**src/rtl/mux_pkg.sv**
```systemverilog
// Shared types and helpers for the arbitrated N-to-1 mux.
package mux_pkg;

  typedef enum logic {MODE_FIXED = 1'b0, MODE_RR = 1'b1} arb_mode_e;

  // Output register occupancy.
  typedef enum logic {ST_EMPTY = 1'b0, ST_FULL = 1'b1} out_state_e;

  // $clog2 that never returns 0, so a single-input mux still has a 1-bit index.
  function automatic int unsigned clog2_min1(input int unsigned n);
    return (n <= 1) ? 1 : $clog2(n);
  endfunction

endpackage

```
**src/rtl/mux_arb_nto1_if.sv**
```systemverilog
// Handshake bundle between N producers, the mux and one consumer.
//   i_data/i_valid/o_ready : producer side, input k at [k*WIDTH +: WIDTH]
//   o_data/o_sel/o_valid/i_ready : consumer side
// slave is the mux's view, master the surrounding environment's view.
interface mux_arb_nto1_if #(
  parameter int unsigned WIDTH = 32,
  parameter int unsigned N_IN  = 4
);
  import mux_pkg::*;

  localparam int unsigned SEL_W = clog2_min1(N_IN);

  logic [N_IN*WIDTH-1:0] i_data;
  logic [N_IN-1:0]       i_valid;
  logic [N_IN-1:0]       o_ready;
  logic [WIDTH-1:0]      o_data;
  logic [SEL_W-1:0]      o_sel;
  logic                  o_valid;
  logic                  i_ready;

  modport slave  (input  i_data, i_valid, i_ready,
                  output o_ready, o_data, o_sel, o_valid);
  modport master (output i_data, i_valid, i_ready,
                  input  o_ready, o_data, o_sel, o_valid);

endinterface

```
**src/rtl/arb_rr_nto1.sv**
```systemverilog
// Grant logic and round-robin pointer.
//   clk, rst   : clock, async active-high reset
//   mode       : fixed priority or round-robin
//   req        : request vector
//   advance    : a grant was taken this cycle
//   gnt_idx    : granted index (combinational)
//   gnt_valid  : at least one request present (combinational)
module arb_rr_nto1
  import mux_pkg::*;
#(
  parameter  int unsigned N_IN  = 4,
  localparam int unsigned SEL_W = clog2_min1(N_IN)
) (
  input  logic             clk,
  input  logic             rst,
  input  arb_mode_e        mode,
  input  logic [N_IN-1:0]  req,
  input  logic             advance,
  output logic [SEL_W-1:0] gnt_idx,
  output logic             gnt_valid
);

  logic [SEL_W-1:0] ptr_q;

  // Scan starting at ptr (RR) or 0 (fixed), wrapping modulo N_IN.
  always_comb begin
    int unsigned start;
    int unsigned idx;
    gnt_idx   = '0;
    gnt_valid = 1'b0;
    start     = (mode == MODE_RR) ? 32'(ptr_q) : 32'd0;
    idx       = 0;
    for (int unsigned k = 0; k < N_IN; k++) begin
      idx = start + k;
      if (idx >= N_IN) idx = idx - N_IN;
      if (!gnt_valid && (|(req & (N_IN'(1) << idx)))) begin
        gnt_valid = 1'b1;
        gnt_idx   = SEL_W'(idx);
      end
    end
  end

  // Pointer moves past the winner only in RR mode; kept across mode changes.
  always_ff @(posedge clk or posedge rst) begin
    if (rst) begin
      ptr_q <= '0;
    end else if (advance && (mode == MODE_RR)) begin
      ptr_q <= (gnt_idx == SEL_W'(N_IN - 1)) ? '0 : gnt_idx + SEL_W'(1);
    end
  end

endmodule

```
**src/rtl/mux_arb_nto1.sv**
```systemverilog
// Arbitrated N-to-1 mux with a one-deep registered output stage.
//   i_clk, i_rst : clock, async active-high reset
//   i_mode       : 0 fixed priority, 1 round-robin
//   bus          : producer/consumer handshakes (see mux_arb_nto1_if)
// o_ready is combinational from i_valid and i_ready; everything else is
// registered.
module mux_arb_nto1
  import mux_pkg::*;
#(
  parameter int unsigned WIDTH = 32,
  parameter int unsigned N_IN  = 4
) (
  input  logic          i_clk,
  input  logic          i_rst,
  input  logic          i_mode,
  mux_arb_nto1_if.slave bus
);

  localparam int unsigned SEL_W = clog2_min1(N_IN);

  out_state_e       state_q, state_d;
  logic [SEL_W-1:0] gnt_idx;
  logic             gnt_valid;
  logic             can_accept;
  logic             accept;
  logic [WIDTH-1:0] data_sel;
  logic [WIDTH-1:0] data_q;
  logic [SEL_W-1:0] sel_q;
  logic [N_IN-1:0]  ready_c;

  arb_rr_nto1 #(.N_IN(N_IN)) u_arb (
    .clk       (i_clk),
    .rst       (i_rst),
    .mode      (arb_mode_e'(i_mode)),
    .req       (bus.i_valid),
    .advance   (accept),
    .gnt_idx   (gnt_idx),
    .gnt_valid (gnt_valid)
  );

  // A full register can take a new word in the same cycle it drains.
  assign can_accept = (state_q == ST_EMPTY) | bus.i_ready;
  assign accept     = gnt_valid & can_accept;

  // Data select and one-hot ready for the winner.
  always_comb begin
    data_sel = '0;
    ready_c  = '0;
    for (int unsigned k = 0; k < N_IN; k++) begin
      if (gnt_idx == SEL_W'(k)) data_sel = bus.i_data[k*WIDTH +: WIDTH];
      ready_c[k] = accept & (gnt_idx == SEL_W'(k));
    end
  end

  // Output register occupancy: next-state.
  always_comb begin
    state_d = state_q;
    if (accept) begin
      state_d = ST_FULL;
    end else if ((state_q == ST_FULL) && bus.i_ready) begin
      state_d = ST_EMPTY;
    end
  end

  // Occupancy state register.
  always_ff @(posedge i_clk or posedge i_rst) begin
    if (i_rst) state_q <= ST_EMPTY;
    else       state_q <= state_d;
  end

  // Payload register; holds its last word after draining.
  always_ff @(posedge i_clk or posedge i_rst) begin
    if (i_rst) begin
      data_q <= '0;
      sel_q  <= '0;
    end else if (accept) begin
      data_q <= data_sel;
      sel_q  <= gnt_idx;
    end
  end

  assign bus.o_ready = ready_c;
  assign bus.o_data  = data_q;
  assign bus.o_sel   = sel_q;
  assign bus.o_valid = (state_q == ST_FULL);

endmodule

```
**src/flat_wrapper.sv**
```systemverilog
// flat-port wrapper written by rule: the top's interface ports become plain ports
module mux_arb_nto1_flat import mux_pkg::*;
#(
  parameter int unsigned WIDTH = 32,
  parameter int unsigned N_IN  = 4
)
  (i_clk, i_rst, i_mode, bus_i_data, bus_i_valid, bus_i_ready, bus_o_ready, bus_o_data, bus_o_sel, bus_o_valid);
  mux_arb_nto1_if #(.WIDTH(WIDTH), .N_IN(N_IN)) bus_i ();
  input  logic i_clk;
  input  logic i_rst;
  input  logic i_mode;
  input wire logic [$bits(bus_i.i_data)-1:0] bus_i_data;
  input wire logic [$bits(bus_i.i_valid)-1:0] bus_i_valid;
  input wire logic [$bits(bus_i.i_ready)-1:0] bus_i_ready;
  output wire logic [$bits(bus_i.o_ready)-1:0] bus_o_ready;
  output wire logic [$bits(bus_i.o_data)-1:0] bus_o_data;
  output wire logic [$bits(bus_i.o_sel)-1:0] bus_o_sel;
  output wire logic [$bits(bus_i.o_valid)-1:0] bus_o_valid;
  assign bus_i.i_data = bus_i_data;
  assign bus_i.i_valid = bus_i_valid;
  assign bus_i.i_ready = bus_i_ready;
  assign bus_o_ready = bus_i.o_ready;
  assign bus_o_data = bus_i.o_data;
  assign bus_o_sel = bus_i.o_sel;
  assign bus_o_valid = bus_i.o_valid;
  mux_arb_nto1 #(.WIDTH(WIDTH), .N_IN(N_IN)) u_core (.i_clk(i_clk), .i_rst(i_rst), .i_mode(i_mode), .bus(bus_i));
endmodule
```
**config.mk**
```make
export PLATFORM = sky130hd
export DESIGN_NAME = mux_arb_nto1_flat
export DESIGN_NICKNAME = d
export VERILOG_FILES = /design/src/rtl/mux_pkg.sv /design/src/rtl/mux_arb_nto1_if.sv /design/src/rtl/arb_rr_nto1.sv /design/src/rtl/mux_arb_nto1.sv /design/src/flat_wrapper.sv
export SDC_FILE = /design/constraint.sdc
export NUM_CORES = 1
export LEC_CHECK = 0
export ABC_AREA = 0
export ABC_CLOCK_PERIOD_IN_PS = 4700
export BUFFER_PORTS_ARGS = -buffer_cell sky130_fd_sc_hd__buf_2
export CAP_MARGIN = 0
export CORE_ASPECT_RATIO = 0.7
export CORE_MARGIN = 2
export CORE_UTILIZATION = 42
export CTS_CLUSTER_DIAMETER = 60
export DETAILED_ROUTE_END_ITERATION = 10
export PLACE_DENSITY = 0.84
export REMOVE_ABC_BUFFERS = 1
export SLEW_MARGIN = 20
export SYNTH_ARGS = -nofsm -noshare
export SYNTH_HDL_FRONTEND = slang
export SYNTH_SLANG_ARGS = --single-unit
```
**constraint.sdc**
```tcl
create_clock -name i_clk -period 4.7 [get_ports i_clk]
set_input_delay 1.175 -clock i_clk [delete_from_list [all_inputs] [get_ports i_clk]]
set_output_delay 1.175 -clock i_clk [all_outputs]
set_load 0.005 [all_outputs]
```
# ---- Word level (Yosys, flattened, before mapping)
# Index checks and enable logic that the tools add are counted.
dict set report op_classes {
  n_addsub 8
  magnitude_cmp 4
  n_eq_ne 3
  shifts 4
  mux 20
  n_bitwise 11
  n_reduce_logical 14
}
# operator n
set op_table {}
lappend op_table {{32-bit 2-to-1 mux} 8}
lappend op_table {{1-bit by 32-bit << shifter with 4-bit output (first input constant)} 4}
lappend op_table {{4-bit AND} 4}
lappend op_table {{4-bit OR reduction} 4}
lappend op_table {{2-bit 2-to-1 mux} 6}
lappend op_table {{3-bit by 3-bit subtractor with 4-bit output (second input constant)} 3}
lappend op_table {{3-bit >= comparator (second input constant)} 3}
lappend op_table {{2-bit by 2-bit adder with 3-bit output (second input constant)} 2}
lappend op_table {{1-bit 2-to-1 mux} 6}
lappend op_table {{1-bit AND} 5}
lappend op_table {{1-bit logical AND} 5}
lappend op_table {{2-bit == test (second input constant)} 2}
lappend op_table {{2-bit by 3-bit subtractor with 4-bit output (second input constant)} 1}
lappend op_table {{2-bit by 1-bit adder with 3-bit output (second input constant)} 1}
lappend op_table {{2-bit by 3-bit >= comparator with 1-bit output (second input constant)} 1}
lappend op_table {{1-bit logical NOT} 3}
lappend op_table {{2-bit by 1-bit adder with 2-bit output (second input constant)} 1}
lappend op_table {{2-bit by 1-bit == test with 1-bit output (second input constant)} 1}
lappend op_table {{2-bit logical NOT} 1}
lappend op_table {{2-bit nonzero test} 1}
lappend op_table {{1-bit NOT} 1}
lappend op_table {{1-bit OR} 1}
dict set report totals {
  register_bits 37
  input_bits 136
  out_inout_bits 39
  wordCells 68
}

# ---- Logic depth before layout (Yosys ltp)
dict set report logic_depth {
  depth_word 21
  depth_mapped 15
  depth_no_buf 13
}

# ---- By module
# A second synthesis with hierarchy kept.
dict set report hier_totals {
  hier_cells 174
  hier_area_um2 2660.1
}
# module n_inst cells_each area_each_um2
set by_module_without_submodules {}
lappend by_module_without_submodules {mux_arb_nto1 1 121 2244.7}
lappend by_module_without_submodules {arb_rr_nto1 1 53 415.4}

# ---- Worst setup path before layout
# No wires, ideal clock.
dict set report synth_timing {
  path_kind {input to output}
  start {input port i_mode}
  end {output port bus_o_ready[1]}
  arrival_time_ps 3264
  required_time_ps 3525
  setup_slack_ps 261
  cell_stages 10
  n_path_buf 3
  path_cell_list {buf_4 nand3_1 o221ai_1 or2_1 nor4b_2 mux2i_1 ha_1 clkbuf_1 clkbuf_1 and2_1}
}
dict set report synth_via {
  elab_chain_cells 18
  elab_cells_between_ends 45
  cone_classes {add/sub: 7; order compare: 4; eq/ne: 1; shift: 4; mux: 13; bitwise: 6; reduce/logical: 10}
}
# item line_no
set synth_lines {}
lappend synth_lines {{from (decl)} flat_wrapper.sv:11} ;# input logic i_mode;
lappend synth_lines {{2-bit 2-to-1 mux *} arb_rr_nto1.sv:31} ;# start = (mode == MODE_RR) ? 32'(ptr_q) : 32'd0;
lappend synth_lines {{parallel branches: the longest is 16 deep, another holds 3-bit by 3-bit subtractor with 4-bit output} -}
lappend synth_lines {{1-bit AND *} mux_arb_nto1.sv:51} ;# ready_c[k] = accept & (gnt_idx == SEL_W'(k));
lappend synth_lines {{to (decl)} flat_wrapper.sv:15} ;# output wire logic [$bits(bus_i.o_ready)-1:0] bus_o_ready;
# Mark *: on every way between the ends.

# ---- Worst setup path after layout
dict set report layout_timing {
  start {input port i_mode}
  end {output port bus_o_ready[3]}
}
dict set report layout_via {
  elab_chain_cells 18
  elab_cells_between_ends 45
  cone_classes {add/sub: 7; order compare: 4; eq/ne: 1; shift: 4; mux: 13; bitwise: 6; reduce/logical: 10}
}
# item line_no
set layout_lines {}
lappend layout_lines {{2-bit 2-to-1 mux *} arb_rr_nto1.sv:31}
lappend layout_lines {{parallel branches: the longest is 14 deep, another holds 3-bit by 3-bit subtractor with 4-bit output} -}
lappend layout_lines {{2-bit 2-to-1 mux *} arb_rr_nto1.sv:36} ;# if (!gnt_valid && (|(req & (N_IN'(1) << idx)))) begin
lappend layout_lines {{via u_core.gnt_idx[1]} mux_arb_nto1.sv:22} ;# logic [SEL_W-1:0] gnt_idx;
lappend layout_lines {{2-bit == test *} mux_arb_nto1.sv:51}
lappend layout_lines {{1-bit AND *} mux_arb_nto1.sv:51}
# Mark *: on every way through the listed nets, which the timed path passes.

==> run_results.csv <==
group,metric,value,unit
sta,fin_ws,333,ps
sta,fin_skew,11.5,ps
die,die_h,70.0,microns
die,core_area,6130,sq um
die,die_area,6890,sq um
worst_setup_path,crit_start,"i_mode",
worst_setup_path,end_kind,"primary output",
detailed_routing,drc,0,
synth,synthMuxAreaShare,2.01,%
synth,synth_area_per_cell,8.03,sq um
clock_network,root_buffer,"clkbuf_8",
worst_setup_path,cp_cell_sequence,"buf_2 > nand3_1 > o221ai_1 > or2_1 > nor4b_2 > mux2i_1 > inv_1 > ha_2 > and2_1 > buf_2",
sta,relSlewSlack,53.8,%
clock_network,clkLatencyLatePin,280,ps
pwr,ir_drop,0.000268,V
worst_setup_path,crit_top_cell,"buf_2",
finish,diodes,0,
synth,synth_seq_cells,37,
synth,syn-cell-area,2620,sq um
clock_network,holdBufCountCts,0,
sta,slew_violations,0,
clock_network,post-cts-setup-buffer-count,0,
detailed_routing,via_per_inst,5.43,
sta,fin_crit_sh,92.9,%
detailed_routing,drt_iter0_markers,119,
finish,mostFrequentLayoutCell,"buf_2",
global_route,grt_pass1_wl,13.6,mm
status,status,"completed",
worst_setup_path,arrival,3190,ps
finish,fill_cells,536,
clock_network,cts_tree,"built",
pwr,power,2.48,mW
worst_setup_path,crit_slowest_cell,"mux2i_1",
synth,synth_compound_area_share,28.5,%
sta,fmax,229,MHz
sta,hold_viol_final,0,
synth,synth_fa_ha_area_share,1.91,%
synth,ys_seq_area_share,35.4,%
detailed_routing,antenna_left,0,
pwr,p_leak,1.74,nW
worst_setup_path,r2r_slack,940,ps
clock_network,cts_max_path_buffers,2,
worst_setup_path,crit_buf_inv,3,
die,io-pin-count,175,
hold_path,hp-class,"reg -> reg",
worst_setup_path,cp_num_cells,10,
clock_network,clk_pin_slew,70,ps
synth,async_flop_share,100,%
worst_setup_path,rr_endpoint,"u_core.bus.o_data[10]",
finish,final_layout_size_suffix_gt1_share,40.9,%
clock_network,cts_max_level,2,
synth,synth_cell_type_count,37,
worst_setup_path,critPathRequiredTime,3520,ps
worst_setup_path,crit_family,"simple AND/OR/NAND/NOR gates",
detailed_routing,num_vias,3062,
detailed_routing,wire_per_inst,14.2,microns
sta,period_minus_slack,4370,ps
job,cap_violations,0,
clock_network,post_cts_resize_count,0,
synth,ys.flop_type,"dfrtp_1",
finish,postLayoutCoreUtil,59.3,%
sta,setup-violations-final,0,
global_route,antenna_found_initial,0,
clock_network,numCtsBuffers,5,
synth,ys_warn_count,0,
die,rows,24,
pwr,powerDensity,682,nW/um^2
worst_setup_path,timing.rr.start,"u_core.u_arb.ptr_q[0]",
placement,place_congestion,0.867,
placement,port_buffers,174,
detailed_routing,drt-pass1-iter-count,4,
die,fp.dieW,98.3,microns
finish,syn_to_final_growth,38.8,%
worst_setup_path,path_class,"in -> out",
global_route,grt_max_degree,65,
global_route,first_global_vias,3014,
synth,synthSimpleGateAreaFrac,25.2,%
global_route,grt_usage,23.7,%
sta,tightestPinTransition,690,ps
worst_setup_path,critPathMaxFanout,15,
worst_setup_path,endpoint,"bus_o_ready[3]",
sta,rsz0062_at_grt,"false",
placement,post-dp-hpwl,6.03,mm
clock_network,cts_sinks,37,
synth,synth_xor_area_share,0.335,%
detailed_routing,routed_wl,8.00,mm
worst_setup_path,reg2reg_depth,12,
die,initial_core_util,42.7,%
placement,preCtsSetupSlack,284,ps
global_route,globalRouteOverflowTotal,0,
finish,layout_common_cells,"buf_2 (174), a21oi_1 (70), dfrtp_1 (37)",
worst_setup_path,worst_setup_path_start_kind,"primary input",
sta,hold-worst-slack,526,ps
finish,nets,625,
worst_setup_path,slowest_delay,370,ps
synth,synth_edf_count,0,
synth,synth_top_family_by_area,"compound AO/OA/AOI/OAI gates",
synth,syn_inst,326,
-- per-layer routing --
| metal | global-route usage (%) | wire (microns) | vias to the layer above |
|---|---|---|---|
| li1 | - | - | 1508 |
| met1 | 28.6 | 3360 | 1412 |
| met2 | 42.8 | 3950 | 140 |
| met3 | 6.11 | 656 | 2 |
| met4 | 4.72 | 29 | 0 |
| met5 | 0 | 0 | - |
-- synth_stat cells (all sizes together), types with 2 or more instances --
cell type   n  area (sq um)
inv         8          30.0
mux2        2          22.5
nand2b      2          12.5
buf        11          68.8
ha          4          50.1
nand3       4          20.0
a21oi      71           359
and2        5          31.3
o21ai       5          25.0
o221ai      2          17.5
nor2b      34           213
mux2i       3          30.0
nand3b      3          22.5
nand2       5          18.8
clkbuf     20          75.1
nor3       31           155
nor2       35           131
dfrtp      37           926
a221oi     31           272
-- worst min-delay path by stage --
stage	from	end	slack, ps	cells past startpoint
6_report	u_core.bus.o_data[14]	u_core.bus.o_data[14]	530	2
5_1_grt	u_core.bus.o_data[12]	u_core.bus.o_data[12]	570	2
4_1_cts	u_core.bus.o_data[14]	u_core.bus.o_data[14]	530	2
3_5_place_dp	u_core.bus.o_data[18]	u_core.bus.o_data[18]	510	2
3_3_place_gp	u_core.bus.o_data[6]	u_core.bus.o_data[6]	500	2
2_1_floorplan	u_core.bus.o_sel[1]	u_core.bus.o_sel[1]	510	2
-- cells by family after synthesis --
| logic type | Yosys count |
|---|---|
| xor+xnor | 1 |
| compound gates | 115 |
| fa+ha+maj | 4 |
| flops | 37 |
| simple gates | 125 |
| buf+inv | 39 |
| mux | 5 |
-- flip-flops by register name, summed over array words and instances, names as in the netlist --
signal              count
u_core.bus.o_data      32
u_core.bus.o_sel        2
u_core.u_arb.ptr_q      2
u_core.bus.o_valid      1
-- layout make-up --
cell class              instances  area (sq um)  area share (%)
clock buffers                   7          86.3            2.38
well taps                      78          97.6            2.69
clock inverters                 1          30.0           0.827
flip-flops and latches         37           926            25.5
repair buffers                183           938            25.8
inverters                       8          30.0           0.827
multi-input cells             250          1520            42.0
-- report_power, final --
group          internal [mW]  switching (mW)  total [mW]
combinational          0.726           0.880        1.61
sequential             0.485           0.105       0.590
clock                  0.173           0.109       0.283
-- stage by stage --
step / cell area (sq um) / TNS [ps] / cells
after floorplan: 2470 / -191 / 295
after global placement: 3520 / 0 / 556
after detailed placement: 3520 / 0 / 556
after CTS: 3630 / 0 / 564
after global routing: 3630 / 0 / 564
final: 3630 / 0 / 564
-- worst register-to-register path: cells and delay by family (launching register included) --
| family | cells | cell delay (ps) |
|---|---|---|
| and+or+nand+nor | 5 | 1340 |
| buffers and inverters | 1 | 340 |
| AOI/OAI and AO/OA | 3 | 360 |
| adders and majority gates | 1 | 250 |
| DFF | 1 | 630 |
| muxes | 2 | 760 |
(Power assumes the default switching activity.)
